$ cat src/rtl/datablock_fifo_if.sv
// Handshake bundle between the address/data block, the FIFO
// and the next stage.
interface datablock_fifo_if #(
  parameter int WIDTH = 2,
  parameter int AW    = 2
);
  logic             in_valid;
  logic [WIDTH-1:0] in_data;
  logic             in_ready;
  logic             out_valid;
  logic [WIDTH-1:0] out_data;
  logic             out_ready;
  logic [AW-1:0]    wr_addr;
  logic [AW:0]      count;
  logic             full;
  logic             empty;

  modport master (
    output in_valid, in_data, out_ready,
    input  in_ready, out_valid, out_data,
    input  wr_addr, count, full, empty
  );

  modport slave (
    input  in_valid, in_data, out_ready,
    output in_ready, out_valid, out_data,
    output wr_addr, count, full, empty
  );
endinterface

$ cat src/rtl/datablock_fifo.sv
// First-word fall-through FIFO behind the 2-bit address/data block.
// Optional push counter enabled by DATABLOCK_FIFO_STATS_EN.
module datablock_fifo #(
  parameter int WIDTH = 2,
  parameter int DEPTH = 4,
  parameter int AW    = 2
) (
  input  logic clk,
  input  logic rst_n,
`ifdef DATABLOCK_FIFO_STATS_EN
  input  logic       stats_clr,
  output logic [7:0] push_total,
`endif
  datablock_fifo_if.slave bus
);

  localparam logic [AW:0] L_FULL = (AW+1)'(DEPTH);

  logic [WIDTH-1:0] r_mem [DEPTH];
  logic [AW-1:0]    r_wr_ptr;
  logic [AW-1:0]    r_rd_ptr;
  logic [AW:0]      r_count;
  logic             r_full;
  logic             r_empty;

  logic             w_push;
  logic             w_pop;
  logic [AW:0]      w_count_nxt;

  assign w_push = bus.in_valid & ~r_full;
  assign w_pop  = bus.out_ready & ~r_empty;

  // Next occupancy: +1 on push only, -1 on pop only.
  always_comb begin
    w_count_nxt = r_count;
    if (w_push & ~w_pop)
      w_count_nxt = r_count + 1'b1;
    else if (~w_push & w_pop)
      w_count_nxt = r_count - 1'b1;
  end

  // Storage, pointers and registered flags.
  always_ff @(posedge clk or negedge rst_n) begin
    if (!rst_n) begin
      for (int i = 0; i < DEPTH; i++)
        r_mem[i] <= '0;
      r_wr_ptr <= '0;
      r_rd_ptr <= '0;
      r_count  <= '0;
      r_full   <= 1'b0;
      r_empty  <= 1'b1;
    end else begin
      if (w_push) begin
        r_mem[r_wr_ptr] <= bus.in_data;
        r_wr_ptr        <= r_wr_ptr + 1'b1;
      end
      if (w_pop)
        r_rd_ptr <= r_rd_ptr + 1'b1;
      r_count <= w_count_nxt;
      r_full  <= (w_count_nxt == L_FULL);
      r_empty <= (w_count_nxt == '0);
    end
  end

  assign bus.in_ready  = ~r_full;
  assign bus.out_valid = ~r_empty;
  assign bus.out_data  = r_empty ? '0 : r_mem[r_rd_ptr];
  assign bus.wr_addr   = r_wr_ptr;
  assign bus.count     = r_count;
  assign bus.full      = r_full;
  assign bus.empty     = r_empty;

`ifdef DATABLOCK_FIFO_STATS_EN
  logic [7:0] r_push_total;

  // Push counter; clear has priority over a coincident push.
  always_ff @(posedge clk or negedge rst_n) begin
    if (!rst_n)
      r_push_total <= '0;
    else if (stats_clr)
      r_push_total <= '0;
    else if (w_push)
      r_push_total <= r_push_total + 1'b1;
  end

  assign push_total = r_push_total;
`endif

endmodule

$ cat src/flat_wrapper.sv
// flat-port wrapper written by rule: the top's interface ports become plain ports
module datablock_fifo_flat 
#(
  parameter int WIDTH = 2,
  parameter int DEPTH = 4,
  parameter int AW    = 2
)
  (clk, rst_n, bus_in_valid, bus_in_data, bus_out_ready, bus_in_ready, bus_out_valid, bus_out_data, bus_wr_addr, bus_count, bus_full, bus_empty);
  datablock_fifo_if #(.WIDTH(WIDTH), .AW(AW)) bus_i ();
  input  logic clk;
  input  logic rst_n;
  input wire logic [$bits(bus_i.in_valid)-1:0] bus_in_valid;
  input wire logic [$bits(bus_i.in_data)-1:0] bus_in_data;
  input wire logic [$bits(bus_i.out_ready)-1:0] bus_out_ready;
  output wire logic [$bits(bus_i.in_ready)-1:0] bus_in_ready;
  output wire logic [$bits(bus_i.out_valid)-1:0] bus_out_valid;
  output wire logic [$bits(bus_i.out_data)-1:0] bus_out_data;
  output wire logic [$bits(bus_i.wr_addr)-1:0] bus_wr_addr;
  output wire logic [$bits(bus_i.count)-1:0] bus_count;
  output wire logic [$bits(bus_i.full)-1:0] bus_full;
  output wire logic [$bits(bus_i.empty)-1:0] bus_empty;
  assign bus_i.in_valid = bus_in_valid;
  assign bus_i.in_data = bus_in_data;
  assign bus_i.out_ready = bus_out_ready;
  assign bus_in_ready = bus_i.in_ready;
  assign bus_out_valid = bus_i.out_valid;
  assign bus_out_data = bus_i.out_data;
  assign bus_wr_addr = bus_i.wr_addr;
  assign bus_count = bus_i.count;
  assign bus_full = bus_i.full;
  assign bus_empty = bus_i.empty;
  datablock_fifo #(.WIDTH(WIDTH), .DEPTH(DEPTH), .AW(AW)) u_core (.clk(clk), .rst_n(rst_n), .bus(bus_i));
endmodule
$ cat config.mk
export PLATFORM = sky130hd
export DESIGN_NAME = datablock_fifo_flat
export DESIGN_NICKNAME = d
export VERILOG_FILES = /design/src/rtl/datablock_fifo_if.sv /design/src/rtl/datablock_fifo.sv /design/src/flat_wrapper.sv
export SDC_FILE = /design/constraint.sdc
export NUM_CORES = 1
export LEC_CHECK = 0
export ABC_AREA = 1
export CAP_MARGIN = 30
export CORE_MARGIN = 2
export CORE_UTILIZATION = 41
export DETAILED_ROUTE_END_ITERATION = 16
export PLACE_DENSITY = 0.67
export SLEW_MARGIN = 20
export SYNTH_ARGS = -nofsm -noshare
export SYNTH_HDL_FRONTEND = slang
export SYNTH_SLANG_ARGS = --single-unit
$ cat constraint.sdc
create_clock -name clk -period 2.71 [get_ports clk]
set_clock_uncertainty 0.15 [all_clocks]
set_input_delay 0.542 -clock clk [delete_from_list [all_inputs] [get_ports clk]]
set_output_delay 0.542 -clock clk [all_outputs]
set_load 0.02 [all_outputs]
* Word-level counts from Yosys, hierarchy flattened
Index checks and enable logic that the tools add are counted.
Cells by class: add/sub/neg operators 4, magnitude comparators 3, eq/ne operators 1, multiplexer cells 9, bitwise operators 10, reduce and logical (&&, ||, !) cells 2
Operator list (number):
- 8-bit bitwise mux | 1
- 2-bit two-way mux | 4
- 3-bit >= comparator, second input constant | 2
- 3-bit two-way mux | 2
- 2-bit inverter with 3-bit output | 2
- 2-bit by 1-bit adder with 2-bit output, second input constant | 2
- 1-bit AND | 4
- 2-bit binary-select mux with 2-bit select | 1
- 2-bit demux with 2-bit select | 1
- 1-bit inverter | 4
- 3-bit by 1-bit adder with 3-bit output, second input constant | 1
- 3-bit == test, second input constant | 1
- 3-bit logical NOT | 1
- 3-bit by 1-bit less-than comparator with 1-bit output, second input constant | 1
- 3-bit by 1-bit subtractor with 3-bit output, second input constant | 1
- 1-bit logical AND | 1
Word-level totals: register bits 17, output and inout bits 11, word-level logic and storage cells 38

* Logic depth before layout (Yosys ltp)
word-level depth 7, gate-level depth with buffers 10, mapped depth without buffers 10

* Worst setup path before layout
Ideal clock, no wire load.
path kind register to output, from register u_core.r_rd_ptr[0], to output bus_out_data[0], arrival 0.982 ns, required time 2.018 ns, setup slack 1.036 ns, stages on the path, launching flop included 4, path through dfrtp_1 -> inv_1 -> o21ai_0 -> a21oi_1
Between the ends: cells in the longest elaborated chain, start to end 5
Ends and longest elaborated chain:
- start, declared | line datablock_fifo.sv:21 | logic [AW-1:0] r_rd_ptr;
- start signal, assigned | line datablock_fifo.sv:58 | r_rd_ptr <= r_rd_ptr + 1'b1;
- 2-bit inverter with 3-bit output (not written as such) | line datablock_fifo.sv:67 | assign bus.out_data = r_empty ? '0 : r_mem[r_rd_ptr];
- 2-bit binary-select mux with 2-bit select | line datablock_fifo.sv:67
- 2-bit two-way mux (not written as such) (2 in a row) | line datablock_fifo.sv:67
- 2-bit two-way mux | line datablock_fifo.sv:67
- end, declared | line flat_wrapper.sv:17 | output wire logic [$bits(bus_i.out_data)-1:0] bus_out_data;
No other way between the ends. The select of a mux whose other input is x is not followed.

* Final worst setup path
from register u_core.r_rd_ptr[0], to output bus_out_data[1]
The elaborated chain is that of the path after synthesis.

==> results.sh <==
export IMPL_layout_common_cells="32 x nand2_1, 16 x clkdlybuf4s50_1, 16 x dfrtp_1, 15 x inv_1, 14 x o21ai_0"
export IMPL_endpoint_kind="primary output"
export IMPL_fin_crit_ps=2443
export IMPL_area_growth_pct=22.88
export IMPL_core_area_um2=2233
export IMPL_setup_viol=0
export IMPL_crit_type="reg -> out"
export IMPL_worst_path_max_fanout=6
export IMPL_fin_ws_ps=267.3
export IMPL_synth_area_top_cells="dfrtp_1 41%, nand2_1 12%, ha_1 7.7%"
export IMPL_yosys_area_top_type_share_pct=41.13
export IMPL_drt_total_wl_um=1798
export IMPL_nets=154
export IMPL_post_place_cells=165
export IMPL_synth_compound_area_share_pct=8.226
export IMPL_post_cts_resized=0
export IMPL_grt_pass1_vias=768
export IMPL_worst_slew_pin_slew_ps=762.4
export IMPL_start_util_pct=43.59
export IMPL_ys_seq_area_share_pct=43.83
export IMPL_leakagePower_nw=0.6147
export IMPL_viasPerCell=4.680
export IMPL_dpl_hpwl_um=1410
export IMPL_cp_data_required_time_ps=2020
export IMPL_final_common_cell="nand2_1"
export IMPL_cts_tree="yes"
export IMPL_synth_xor_area_share_pct=2.699
export IMPL_syn_area_per_cell_um2=8.045
export IMPL_drive_gt1_share_pct=15.60
export IMPL_synthSimpleGateAreaFrac_pct=30.21
export IMPL_numCtsBuffers=3
export IMPL_fp_dieW_um=52.73
export IMPL_post_route_period_util_pct=90.14
export IMPL_die_h_um=52.73
export IMPL_synth_area_leader_cell="dfrtp_1"
export IMPL_rsz0062_at_grt="no"
export IMPL_dr_total_vias=791
export IMPL_yosys_area_share_adder_pct=7.712
export IMPL_io_pins=17
export IMPL_yosys_cell_types_count=17
export IMPL_hold_viol_final=0
export IMPL_crit_path_start_kind="flop"
export IMPL_synthesis_nets=133
export IMPL_cts_hold_fix_buffers=0
export IMPL_status="completed"
export IMPL_cts_buffer_depth=2
export IMPL_gp_congestion=0.7270
export IMPL_fin_setup_tns_ps=0
export IMPL_drc_errors=0
export IMPL_place_worst_setup_slack_ps=588.8
export IMPL_drv_slew=0
export IMPL_rows=17
export IMPL_die_area_um2=2780
export IMPL_drtPass1Iterations=4
export IMPL_yosysWarnings=0
export IMPL_path_clk_slew_ps=110
export IMPL_hp_class="reg -> reg"
export IMPL_p_per_area_nw_per_um2=1162
export IMPL_post_cts_buffers=0
export IMPL_antenna_cells=0
export IMPL_wl_per_cell_um=10.64
export IMPL_synth_top_family_by_area="simple AND/OR/NAND/NOR gates"
export IMPL_grt_max_degree=18
export IMPL_grt_pass1_wl_um=3236
export IMPL_power_mw=1.390
export IMPL_final_area_um2=1196
export IMPL_synth_area_um2=973.4
export IMPL_muxShareOfSynthArea_pct=0
export IMPL_post_dp_cell_area_um2=1169
export IMPL_port_buffers=16
export IMPL_critPathArrivalTime_ps=1750
export IMPL_grt_usage_pct=16.03
export IMPL_ant_nets=0
export IMPL_max_freq_mhz=409.4
export IMPL_antenna_found_initial=0
export IMPL_grt_ovfl_total=0
export IMPL_clk_latency_ps=290
export IMPL_h_tree_depth=1
export IMPL_synth_seq_cells=17
export IMPL_fin_cells=169
export IMPL_max_cap_violations=0
export IMPL_max_slew_margin_pct=49.02
export IMPL_cts_root_buf="clkbuf_4"
export IMPL_clock_sinks=17
export IMPL_postSynthCellCount=121
export IMPL_ir_worst_vdd_uv=605.6
export IMPL_initialDrtViolationCount=9
cells by family (layout without fill, tap and decap cells):
logic type | count (synthesis) | count (layout)
simple gates | 60 | 60
buf+inv | 19 | 39
flops | 17 | 17
compound gates | 16 | 16
fa+ha+maj | 6 | 6
xor+xnor | 3 | 3
worst max-delay path: stages, from the launching register on:
cell and delay (ps):
dfrtp_1 440, inv_1 150, o21ai_0 120, a21oi_1 140, clkdlybuf4s50_1 620
synthesized netlist by cell type (all sizes together):
library cell	number
a21oi	2
dfrtp	16
nor2	16
inv	19
dfstp	1
xor2	3
nand3	4
o21ai	14
ha	6
nand2	40
power by group:
| part | internal [mW] | total (mW) | leakage (nW) | switching, mW |
|---|---|---|---|---|
| combinational | 0.332 | 0.771 | 0.390 | 0.439 |
| sequential | 0.374 | 0.484 | 0.207 | 0.109 |
| clock | 0.0548 | 0.136 | 0.0177 | 0.0808 |
final timing paths:
path	depth (start not counted)	to	slack, ps	start
max	4	bus_out_data[1]	270	u_core.r_rd_ptr[0]$_DFFE_PN0P_
min	2	u_core.r_mem[4]$_DFFE_PN0P_	340	u_core.r_mem[4]$_DFFE_PN0P_
max reg2reg	9	u_core.bus.full$_DFF_PN0_	1240	u_core.bus.empty$_DFF_PN1_
min reg2reg	2	u_core.r_mem[4]$_DFFE_PN0P_	340	u_core.r_mem[4]$_DFFE_PN0P_
max in group asynchronous	1	u_core.bus.wr_addr[1]$_DFFE_PN0P_	1390	rst_n
min in group asynchronous	1	u_core.r_mem[5]$_DFFE_PN0P_	540	rst_n
area by class of cell:
cell class / count / area [µm²]
Tap cell: 28 / 35.03
Timing Repair Buffer: 16 / 160.2
Inverter: 19 / 71.32
Clock buffer: 3 / 22.52
Sequential cell: 17 / 426.7
Fill cell: 235 / 1037
Multi-Input combinational cell: 85 / 475.5
Clock inverter: 1 / 5.005
layer usage:
| metal | GRT usage (%) | wire length [µm] | vias up |
|---|---|---|---|
| met5 | 0 | 0 | - |
| met4 | 2.564 | 9 | 0 |
| met2 | 27.50 | 882 | 14 |
| met1 | 19.11 | 837 | 366 |
| li1 | - | - | 409 |
| met3 | 6.286 | 68 | 2 |
sequential cells by signal, summed over array words and instances (netlist names):
register	count
u_core.bus.count	3
u_core.bus.empty	1
u_core.bus.full	1
u_core.r_mem	8
u_core.bus.wr_addr	2
u_core.r_rd_ptr	2
metrics by stage:
step	utilization, %	hold WS [ps]
6_report	53.56	341.4
3_5_place_dp	52.32	322.7
5_1_grt	53.56	375.9
2_1_floorplan	-	96.41
4_1_cts	53.56	350.0
3_3_place_gp	52.32	328.0
(Power assumes the default switching activity.)
==> variant (same flow settings) <==
`DEPTH` is set to 4 in 2 places; all go to 16.
--- a/src/rtl/datablock_fifo.sv
+++ b/src/rtl/datablock_fifo.sv
@@ -3,5 +3,5 @@
 module datablock_fifo #(
   parameter int WIDTH = 2,
-  parameter int DEPTH = 4,
+  parameter int DEPTH = 16,
   parameter int AW    = 2
 ) (
--- a/src/flat_wrapper.sv
+++ b/src/flat_wrapper.sv
@@ -3,5 +3,5 @@
 #(
   parameter int WIDTH = 2,
-  parameter int DEPTH = 4,
+  parameter int DEPTH = 16,
   parameter int AW    = 2
 )
Formal check against the unedited RTL: not equivalent (a bounded check fails within 4 cycles, from zero or initial values and one cycle with rst_n low).
==> variant against the original RTL <==
Design area decreased by 7.1%; worst setup slack better by 23 ps; routed wire length down 9.4%; power fell by 6.9%; via count is 13% lower; area after synthesis fell by 8.5%; sequential cell count unchanged; critical endpoint is now bus_out_data[0].
==> variant: results (changes against the original RTL) <==
[outcome]
status = finished, final reports clean

[global_routing]
grt_pass1_wl_um = 3040  ; -6.2%
grt_pass1_vias = 682  ; -11%
globalRouteMet1Util_pct = 20.2  ; +1.0 points
met3_usage_pct = 5.65  ; -0.63 points
grt_usage_pct = 16.2  ; +0.22 points

[pwr]
p_leak_nw = 0.561  ; -8.7%
vdd_drop_max_mv = 0.680  ; +12%
power_switching_mw = 0.556  ; -12%

[worst_setup_path]
cp.arrival_ps = 1730  ; -20 ps
worstRegToRegCells = 8  ; -1
rrSetupSlack_ps = 1230

[routing]
vias = 691  ; -13%
wl_per_cell_um = 10.6  ; -0.57%
top_layer = met4
drt_iter0_drc = 8  ; -1
wl_met1_um = 763  ; -8.8%
wl_met2_um = 767  ; -13%
wl_met3_um = 69  ; +1.5%

[yosys]
yosys-top-cells-count = nand2_1 (27), dfrtp_1 (16), inv_1 (13), o21ai_0 (13), nor2_1 (11)
yosysSeqAreaShare_pct = 47.9  ; +4.1 points
synth_cell_types = 16  ; -1
syn_nets = 119  ; -11%
synth-xor-area-share_pct = 3.93  ; +1.2 points
synth_compound_area_share_pct = 8.43  ; +0.20 points
yosys.area_share.adder_pct = 8.43  ; +0.71 points
synth.area.top_cells = dfrtp_1 (45%), nand2_1 (11%), ha_1 (8.4%), o21ai_0 (7.3%), inv_1 (5.5%)

[sta]
worstMarginPinSlew_ps = 719  ; -43.9 ps

[placement]
dp_hpwl_um = 1290  ; -8.6%
gp_congestion = 0.742  ; +2.1%

[clock_network]
clkSlewWorstSetupHoldPaths_ps = 90  ; -20 ps
htreeDepth = 1  ; unchanged

[finish]
drive_gt1_share_pct = 11.0  ; -4.6 points
final_nets = 140  ; -9.1%
num-fill-cells = 184  ; -22%

[worst_hold_path]
min_to = u_core.r_mem[25]$_DFFE_PN0P_
hold_start = u_core.r_mem[25]$_DFFE_PN0P_

[variant: how the worst max path moves through the flow]
stage | startpoint | cells past startpoint | to
global route | u_core.r_rd_ptr[0]$_DFFE_PN0P_ | 4 | bus_out_data[1]
finish | u_core.r_rd_ptr[0]$_DFFE_PN0P_ | 4 | bus_out_data[0]
CTS | u_core.r_rd_ptr[0]$_DFFE_PN0P_ | 4 | bus_out_data[0]
floorplan | u_core.r_rd_ptr[0]$_DFFE_PN0P_ | 3 | bus_out_data[0]
detailed placement | u_core.r_rd_ptr[0]$_DFFE_PN0P_ | 4 | bus_out_data[0]
global placement | bus_out_ready | 9 | u_core.bus.full$_DFF_PN0_
[variant: through the flow]
step                      cells  hold slack, ps  setup slack [ps]  cell area, um^2  power [mW]
after floorplan             107            96.4              1040              891       0.909
after global placement      150             330               644             1080        1.15
after detailed placement    150             326               609             1080        1.17
after CTS                   154             348               279             1110        1.31
after global routing        154             378               157             1110        1.43
final                       154             341               290             1110        1.29
[variant: kinds of logic after synthesis]
logic type,Yosys count
compound gates,15
xor+xnor,4
fa+ha+maj,6
buf+inv,16
flops,17
simple gates,49
[variant: cell type report]
cell class              count  area, um^2  area share (%)
clock buffers               4        26.3            2.36
inverters                  16        60.1            5.41
multi-input cells          74         404            36.4
flip-flops and latches     17         427            38.4
well taps                  27        33.8            3.04
repair buffers             16         160            14.4
[variant: power by group through the flow]
stage / combinational [mW] / clock, mW / sequential, mW
6_report: 0.684 / 0.132 / 0.478
5_1_grt: 0.778 / 0.151 / 0.499
4_1_cts: 0.694 / 0.136 / 0.480
3_5_place_dp: 0.685 / 0 / 0.486
3_3_place_gp: 0.675 / 0 / 0.480
2_1_floorplan: 0.393 / 0 / 0.516
